**src/rtl/uart_tx_buffered_pkg.sv**
```systemverilog
// Shared UART transmit definitions: FSM state encoding and frame constants.
package uart_tx_buffered_pkg;

    typedef enum logic [1:0] {
        IDLE  = 2'd0,
        START = 2'd1,
        DATA  = 2'd2,
        STOP  = 2'd3
    } tx_state_e;

    localparam int DATA_BITS            = 8;
    localparam int DEFAULT_CLKS_PER_BIT = 434;

endpackage

```
**src/rtl/uart_tx_buffered_byte_fifo.sv**
```systemverilog
// Synchronous byte FIFO; an extra count bit separates full from empty.
module uart_tx_buffered_byte_fifo #(
    parameter int FIFO_DEPTH = 4,
    parameter int FIFO_AW    = 2
) (
    input  logic       clk,
    input  logic       reset,
    input  logic       push_i,
    input  logic [7:0] din_i,
    input  logic       pop_i,
    output logic [7:0] dout_o,
    output logic       full_o,
    output logic       empty_o
);

    logic [7:0]         mem_q [FIFO_DEPTH];
    logic [FIFO_AW-1:0] wptr_q, wptr_d;
    logic [FIFO_AW-1:0] rptr_q, rptr_d;
    logic [FIFO_AW:0]   count_q, count_d;
    logic               do_push, do_pop;

    assign full_o  = (count_q == (FIFO_AW+1)'(FIFO_DEPTH));
    assign empty_o = (count_q == '0);
    assign dout_o  = mem_q[rptr_q];

    // A push while full is refused even if a pop frees a slot in the same cycle.
    assign do_push = push_i & ~full_o;
    assign do_pop  = pop_i & ~empty_o;

    always_comb begin
        wptr_d  = do_push ? wptr_q + 1'b1 : wptr_q;
        rptr_d  = do_pop  ? rptr_q + 1'b1 : rptr_q;
        count_d = count_q;
        if (do_push && !do_pop) begin
            count_d = count_q + 1'b1;
        end else if (do_pop && !do_push) begin
            count_d = count_q - 1'b1;
        end
    end

    always_ff @(posedge clk) begin
        if (reset) begin
            wptr_q  <= '0;
            rptr_q  <= '0;
            count_q <= '0;
        end else begin
            wptr_q  <= wptr_d;
            rptr_q  <= rptr_d;
            count_q <= count_d;
        end
    end

    always_ff @(posedge clk) begin
        if (do_push) begin
            mem_q[wptr_q] <= din_i;
        end
    end

endmodule

```
**src/rtl/uart_tx_buffered.sv**
```systemverilog
// Buffered 8N1 UART transmitter: byte FIFO feeding a start/data/stop FSM,
// with back-to-back frames when bytes are queued.
module uart_tx_buffered
    import uart_tx_buffered_pkg::*;
#(
    parameter int CLKS_PER_BIT = DEFAULT_CLKS_PER_BIT,
    parameter int FIFO_DEPTH   = 4,
    parameter int FIFO_AW      = 2
) (
    input  logic       clk,
    input  logic       reset,
    input  logic       TxEn,
    input  logic [7:0] TxData,
    output logic       Tx,
    output logic       TxBusy,
    output logic       TxDone,
    output logic       FifoFull,
    output logic       Overflow
);

    localparam int                BAUD_W    = (CLKS_PER_BIT > 1) ? $clog2(CLKS_PER_BIT) : 1;
    localparam logic [BAUD_W-1:0] BAUD_LAST = BAUD_W'(CLKS_PER_BIT - 1);
    localparam logic [2:0]        BIT_LAST  = 3'(DATA_BITS - 1);

    tx_state_e         state_q, state_d;
    logic [BAUD_W-1:0] baud_q, baud_d;
    logic [2:0]        bit_q, bit_d;
    logic [7:0]        shreg_q, shreg_d;
    logic              tx_q, tx_d;
    logic              ovf_q, ovf_d;
    logic              baud_last, load;
    logic              fifo_empty, fifo_full;
    logic [7:0]        fifo_dout;

    uart_tx_buffered_byte_fifo #(
        .FIFO_DEPTH (FIFO_DEPTH),
        .FIFO_AW    (FIFO_AW)
    ) u_fifo (
        .clk     (clk),
        .reset   (reset),
        .push_i  (TxEn),
        .din_i   (TxData),
        .pop_i   (load),
        .dout_o  (fifo_dout),
        .full_o  (fifo_full),
        .empty_o (fifo_empty)
    );

    assign baud_last = (baud_q == BAUD_LAST);

    always_ff @(posedge clk) begin
        if (reset) begin
            state_q <= IDLE;
        end else begin
            state_q <= state_d;
        end
    end

    always_comb begin
        state_d = state_q;
        case (state_q)
            IDLE:    if (!fifo_empty) state_d = START;
            START:   if (baud_last) state_d = DATA;
            DATA:    if (baud_last && bit_q == BIT_LAST) state_d = STOP;
            STOP:    if (baud_last) state_d = fifo_empty ? IDLE : START;
            default: state_d = IDLE;
        endcase
    end

    // Loading in the final stop cycle chains the next frame with no idle gap.
    always_comb begin
        load   = ((state_q == IDLE) || (state_q == STOP && baud_last)) && !fifo_empty;
        TxDone = (state_q == STOP) && baud_last;
        TxBusy = (state_q != IDLE) || !fifo_empty;
        case (state_d)
            START:   tx_d = 1'b0;
            DATA:    tx_d = shreg_d[0];
            default: tx_d = 1'b1;
        endcase
    end

    always_comb begin
        baud_d  = (state_q == IDLE || baud_last) ? '0 : baud_q + 1'b1;
        bit_d   = (state_q == DATA) ? (baud_last ? bit_q + 1'b1 : bit_q) : 3'd0;
        shreg_d = shreg_q;
        if (load) begin
            shreg_d = fifo_dout;
        end else if (state_q == DATA && baud_last) begin
            shreg_d = shreg_q >> 1;
        end
        ovf_d   = TxEn & fifo_full;
    end

    always_ff @(posedge clk) begin
        if (reset) begin
            baud_q <= '0;
            bit_q  <= '0;
            tx_q   <= 1'b1;
            ovf_q  <= 1'b0;
        end else begin
            baud_q <= baud_d;
            bit_q  <= bit_d;
            tx_q   <= tx_d;
            ovf_q  <= ovf_d;
        end
    end

    always_ff @(posedge clk) begin
        shreg_q <= shreg_d;
    end

    assign Tx       = tx_q;
    assign FifoFull = fifo_full;
    assign Overflow = ovf_q;

endmodule
```
**config.mk**
```make
export PLATFORM = sky130hd
export DESIGN_NAME = uart_tx_buffered
export DESIGN_NICKNAME = d
export VERILOG_FILES = /design/src/rtl/uart_tx_buffered_pkg.sv /design/src/rtl/uart_tx_buffered_byte_fifo.sv /design/src/rtl/uart_tx_buffered.sv
export SDC_FILE = /design/constraint.sdc
export NUM_CORES = 1
export LEC_CHECK = 0
export CELL_PAD_IN_SITES_DETAIL_PLACEMENT = 2
export CELL_PAD_IN_SITES_GLOBAL_PLACEMENT = 2
export CORE_UTILIZATION = 41
export CTS_CLUSTER_SIZE = 40
export DETAILED_ROUTE_END_ITERATION = 8
export HOLD_SLACK_MARGIN = 0.03
export PLACE_DENSITY_LB_ADDON = 0.08
export SYNTH_ARGS = -nofsm -noshare
export SYNTH_HDL_FRONTEND = slang
export SYNTH_SLANG_ARGS = --single-unit
```
**constraint.sdc**
```tcl
create_clock -name clk -period 2.8 [get_ports clk]
set_input_delay 0.28 -clock clk [delete_from_list [all_inputs] [get_ports clk]]
set_output_delay 0.28 -clock clk [all_outputs]
set_load 0.02 [all_outputs]
```
=== Word level (Yosys, flattened, before mapping) ===
Memories as Yosys holds them, arrays and structs flattened. A register that Yosys moved wholly into a read port is not among the register bits.
Index checks and enable logic that the tools add are counted.

* Bits in registers: 31
* RAM bits: 32
* Output and inout port bits: 5
* Memories kept: 1

{| class="wikitable"
|+ Memories
! memory !! words !! bits a word !! read ports !! clocked after memory_dff !! write ports !! line !! RTL
|-
| u_fifo.mem_q || 4 || 8 || 1 || 1 || 1 || uart_tx_buffered_byte_fifo.sv:16 || <nowiki>logic [7:0] mem_q [FIFO_DEPTH];</nowiki>
|}

* Add/sub/neg operators: 6
* Eq/ne operators: 8
* Multiplexer cells: 15
* Bitwise operators: 6
* Reductions and logical operators: 19

{| class="wikitable"
|+ Operators by type and width
! cell !! number
|-
| $mux W8 || 2
|-
| $mux W2 || 6
|-
| $add A9 B1 Y9 const B || 1
|-
| $eq A9 B9 Y1 const B || 1
|-
| $pmux W2 S4 || 1
|-
| $add A3 B1 Y3 const B || 2
|-
| $eq A2 B2 Y1 const B || 3
|-
| $eq A3 B3 Y1 const B || 2
|-
| $logic_and A1 B1 Y1 || 6
|-
| $mux W3 || 2
|-
| $reduce_bool A2 Y1 || 3
|-
| $add A2 B1 Y2 const B || 2
|-
| $eq A2 B1 Y1 const B || 2
|-
| $reduce_or A2 Y1 || 2
|-
| $and A1 B1 Y1 || 3
|-
| $logic_not A1 Y1 || 3
|-
| $logic_not A3 Y1 || 1
|-
| $logic_or A1 B1 Y1 || 3
|-
| $mux W1 || 3
|-
| $not A1 Y1 || 3
|-
| $sub A3 B1 Y3 const B || 1
|-
| $logic_not A2 Y1 || 1
|-
| $pmux W1 S2 || 1
|}

=== Longest topological paths before layout ===
* Depth in word-level cells: 8
* Mapped depth: 12
* Depth with buffers taken out: 11

=== By module ===
From an unflattened synthesis, not the netlist that was laid out.

* Cells, all modules: 195
* Area total of the unflattened synthesis: 2748.9 um2

{| class="wikitable"
|+ Modules (own cells, without submodules)
! module !! instances !! cells each !! area each (um2)
|-
| uart_tx_buffered_byte_fifo || 1 || 90 || 1620.3
|-
| uart_tx_buffered || 1 || 105 || 1128.6
|}

=== Worst setup path before layout ===
Ideal clock, no wire load.

* Kind: reg-to-reg
* From: reg baud_q[0]
* To: reg u_fifo.count_q[2]
* Arrival time: 2.453 ns
* Data required time: 2.730 ns
* Slack: 0.277 ns
* Cell stages (with the launch flop): 12
* Path buffers: 1
* Clock period less this slack: 2.523 ns
* Cell sequence: dfxtp_1 ha_1 nand4b_1 or4_1 buf_6 o31a_1 ha_1 inv_1 fa_1 xor2_1 or3_1 a21oi_1

* Word-level cells in the longest chain between the ends: 8
* Elaborated cells on any way between the ends: 10
* Those cells by class: eq/ne (1); mux (1); bitwise (1); reduce/logical (7)

{| class="wikitable"
|+ Ends and longest elaborated chain
! item !! line !! RTL
|-
| from (decl) || uart_tx_buffered.sv:26 || <nowiki>logic [BAUD_W-1:0] baud_q, baud_d;</nowiki>
|-
| from (signal assigned) || uart_tx_buffered.sv:101 || <nowiki>baud_q <= baud_d;</nowiki>
|-
| $eq A9 B9 Y1 * || uart_tx_buffered.sv:49 || <nowiki>assign baud_last = (baud_q == BAUD_LAST);</nowiki>
|-
| $logic_and A1 B1 Y1 * || uart_tx_buffered.sv:72 || <nowiki>load = ((state_q == IDLE) || (state_q == STOP && baud_last)) && !fifo_empty;</nowiki>
|-
| $logic_or A1 B1 Y1 * || uart_tx_buffered.sv:72 ||
|-
| $logic_and A1 B1 Y1 * || uart_tx_buffered.sv:72 ||
|-
| $and A1 B1 Y1 * || uart_tx_buffered_byte_fifo.sv:28 || <nowiki>assign do_pop = pop_i & ~empty_o;</nowiki>
|-
| $logic_not A1 Y1 || uart_tx_buffered_byte_fifo.sv:34 || <nowiki>if (do_push && !do_pop) begin</nowiki>
|-
| $logic_and A1 B1 Y1 || uart_tx_buffered_byte_fifo.sv:34 ||
|-
| $mux W3 or $reduce_bool A2 Y1 (tied branches) || n/a ||
|-
| to (signal assigned) || uart_tx_buffered_byte_fifo.sv:49 || <nowiki>count_q <= count_d;</nowiki>
|-
| to (decl) || uart_tx_buffered_byte_fifo.sv:19 || <nowiki>logic [FIFO_AW:0] count_q, count_d;</nowiki>
|}

Mark *: on every way between the ends. The rest lies on a longest branch, timed or not.
A chain may end at the register's enable or synchronous reset.

=== Final worst setup path ===
Ends and elaborated chain as after synthesis.

==> summary.md <==
| Metric | Value |
|---|---|
| I/O pins | 16 |
| Die ar. | 7160 um2 |
| Die W | 84.6 um |
| Antenna diode count | 0 |
| Warnings, synthesis | 0 |
| Max-slew violations | 0 |
| Syn Area/Cell | 12.8 um2 |
| Top_reg_cell synth | edfxtp_1 |
| Clock Skew | 7.92 ps |
| Core Region | 6460 um2 |
| Synth Cell Area | 2800 um2 |
| Cells after Synth | ~220 |
| Dpl cells | 307 |
| Critical path arrival | 2930 ps |
| PwrDens | between 900 and 1000 nW/um2 |
| CP required | ~3100 ps |
| Area post-placement | 3030 um2 |
| RSZ-0062 raised after global routing | no |
| Clock slew at reported path FFs | 70 ps |
| Fin crit share | 95.0% |
| Gp weighted congestion | 0.741 |
| CTS buffer count | 9 |
| Final hold violations | 0 |
| Hold crit path type | register to register |
| Critical path capture point type | register |
| Maximum buffer depth of the clock tree | 2 |
| Yosys cell types | 40 |
| Critical Path Start Type | register |
| Avg WL per Cell | 19.9 um |
| Grt ovf | 0 |
| DR vias/cell | ~5.5 |
| Final wirelength | 6480 um |
| DRC | 0 |
| Iteration-0 DRC Markers | 55 |
| Max-Cap Viols | 0 |
| CP Class | register to register |
| Worst skew pair latency | 350 ps |
| Pin count of the biggest net entering global routing | 17 |
| R2R setup slack | about 140 ps |
| Hpwl dp | about 4800 um |
| Sink Count | 65 |
| Setup_tns | 0 ps |
| First-pass GRT wire length | 10,600 um |
| Worst-path fanout max | 5 |
| Finished Cell Area | 3230 um2 |
| Synthesized net count | 240 |
| Hold-fix buffers, CTS | 0 |
| Worst-margin pin slew | 675 ps |
| TritonCTS clock tree | done |
| Sequential share of the synthesized area | around 60% |
| GRT Total Usage | 20.6% |
| Synth top area cells | edfxtp_1 (42%), dfxtp_1 (19%), mux4_2 (6.4%) |
| Yosys top cell by area | edfxtp_1 |
| Area growth, synth to finish | 15.5% |
| Leak | 0.00116 uW |
| Status | finished clean |
| Peak supply drop | 498 uV |
| FFs w/ async S/R, synth | 0% |
| Post-synth EDFFs | 39 |
| Port buffer count | 15 |
| Initial core utilization | 43.4% |
| Fmax | around 380 MHz |
| Synth Register Bits | 65 |
| Vias in the first global route | 1,901 |
| Setup Viol. Count Final | 0 |
| Fin cells | roughly 330 |
| Die height | between 80 and 90 um |
| Vias | between 1,500 and 2,000 |
| CP Launch Point | baud_q[0] |
| Post-synth top area share | 41.8% |
| ANT nets after route | 0 |
| Hold path start | baud_q[0] |
| Antenna violations before repair | 0 |
| H-Tree Level Count | 3 |
| Fin crit period | around 2700 ps |
| CTS root buffer | clkbuf_8 |
| R2r startpoint | baud_q[0] |
| PnR Total Power | 2970 uW |
| Final Net Count | 264 |
| Layout cells sized above 1 | between 10 and 15% |
| Relative slew slack | 54.8% |
| Drt pass-1 iters | 4 |
| Row count | 29 |
==> synth_stat cells, drive strengths merged, types with 2 or more instances <==
library cell   n
a21oi          4
and2           7
and3           4
buf            7
clkbuf         4
dfxtp         26
edfxtp        39
ha             9
inv            8
mux2i         10
mux4           8
nand2         18
nand3          3
nor2          24
nor3           4
nor3b          2
o21ai          8
or3            5
xnor2          8
xor2           5
==> where the power goes <==
group          leakage [uW]  internal, uW  total (uW)  switching (uW)
combinational      0.000494           423         893             470
sequential         0.000575          1210        1330             122
clock             0.0000884           336         744             408
==> layout make-up <==
cell class,instances,area [um2]
well taps,77,96.3
clock buffers,9,124
inverters,8,30.0
flip-flops and latches,65,1690
multi-input cells,135,1010
fillers,632,3220
clock inverters,7,61.3
repair buffers,24,216
==> timing repair <==
action / 4_1_cts / 5_1_grt
pin swaps: 0 / 1
endpoints found under the setup margin: 1 / 2
resized for setup: 1 / 1
cloned: 0 / 0
setup buffers: 0 / 2
==> critical path: stages (launching register included) <==
cell and delay [ps]:
dfxtp_1 410, ha_1 180, nand4b_1 110, or4_1 450, o31a_1 310, ha_1 250
inv_1 90, fa_1 200, xor2_1 90, or3_1 320, a21oi_1 180
==> layer usage <==
| layer | wire length (um) | global-route usage (%) |
|---|---|---|
| met5 | 0 | 0 |
| met4 | 70 | 7.40 |
| met3 | 205 | 6.00 |
| met2 | 3360 | 34.9 |
| met1 | 2840 | 25.2 |
==> final timing paths <==
kind | end | cells after the start
worst max-delay path | u_fifo.count_q[2] | 10
worst min-delay path | baud_q[0] | 1
worst max register to register | u_fifo.count_q[2] | 10
worst min register to register | baud_q[0] | 1
==> cell usage in the layout (no fill, tap or decap), drive strengths merged, types with 2 or more instances in the layout <==
cell            n
edfxtp         39
dfxtp          26
nor2           24
nand2          18
clkdlybuf4s50  14
inv            11
mux2i          10
ha              9
clkbuf          9
buf             9
mux4            8
o21ai           8
xnor2           8
and2            7
xor2            5
or3             5
nor3            4
and3            4
a21oi           4
nand3           3
nor3b           2
clkinvlp        2
clkinv          2
==> flip-flops by register name, summed over array words and instances, names as in the netlist, named ones only <==
register and cells:
Overflow 1, Tx 1, baud_q 9, bit_q 3
shreg_q 8, state_q 2, u_fifo.count_q 3, u_fifo.mem_q 32
u_fifo.rptr_q 2, u_fifo.wptr_q 2
==> through the flow <==
| step | utilization, % | setup WS (ps) | hold slack (ps) |
|---|---|---|---|
| after global routing | 50.1 | 12.9 | 522 |
| after CTS | 49.8 | 1.03 | 499 |
| final | 50.1 | 141 | 495 |
| after global placement | 47.0 | 292 | 458 |
| after floorplan | - | 277 | 379 |
| after detailed placement | 47.0 | 42.3 | 487 |
==> cells by family after synthesis <==
group	Yosys count	synth area share (%)
mux	18	10.0
fa+ha+maj	10	4.74
buf+inv	19	3.40
compound gates	20	4.56
xor+xnor	13	4.07
flops	65	60.4
simple gates	74	12.8
(Power assumes the default switching activity.)
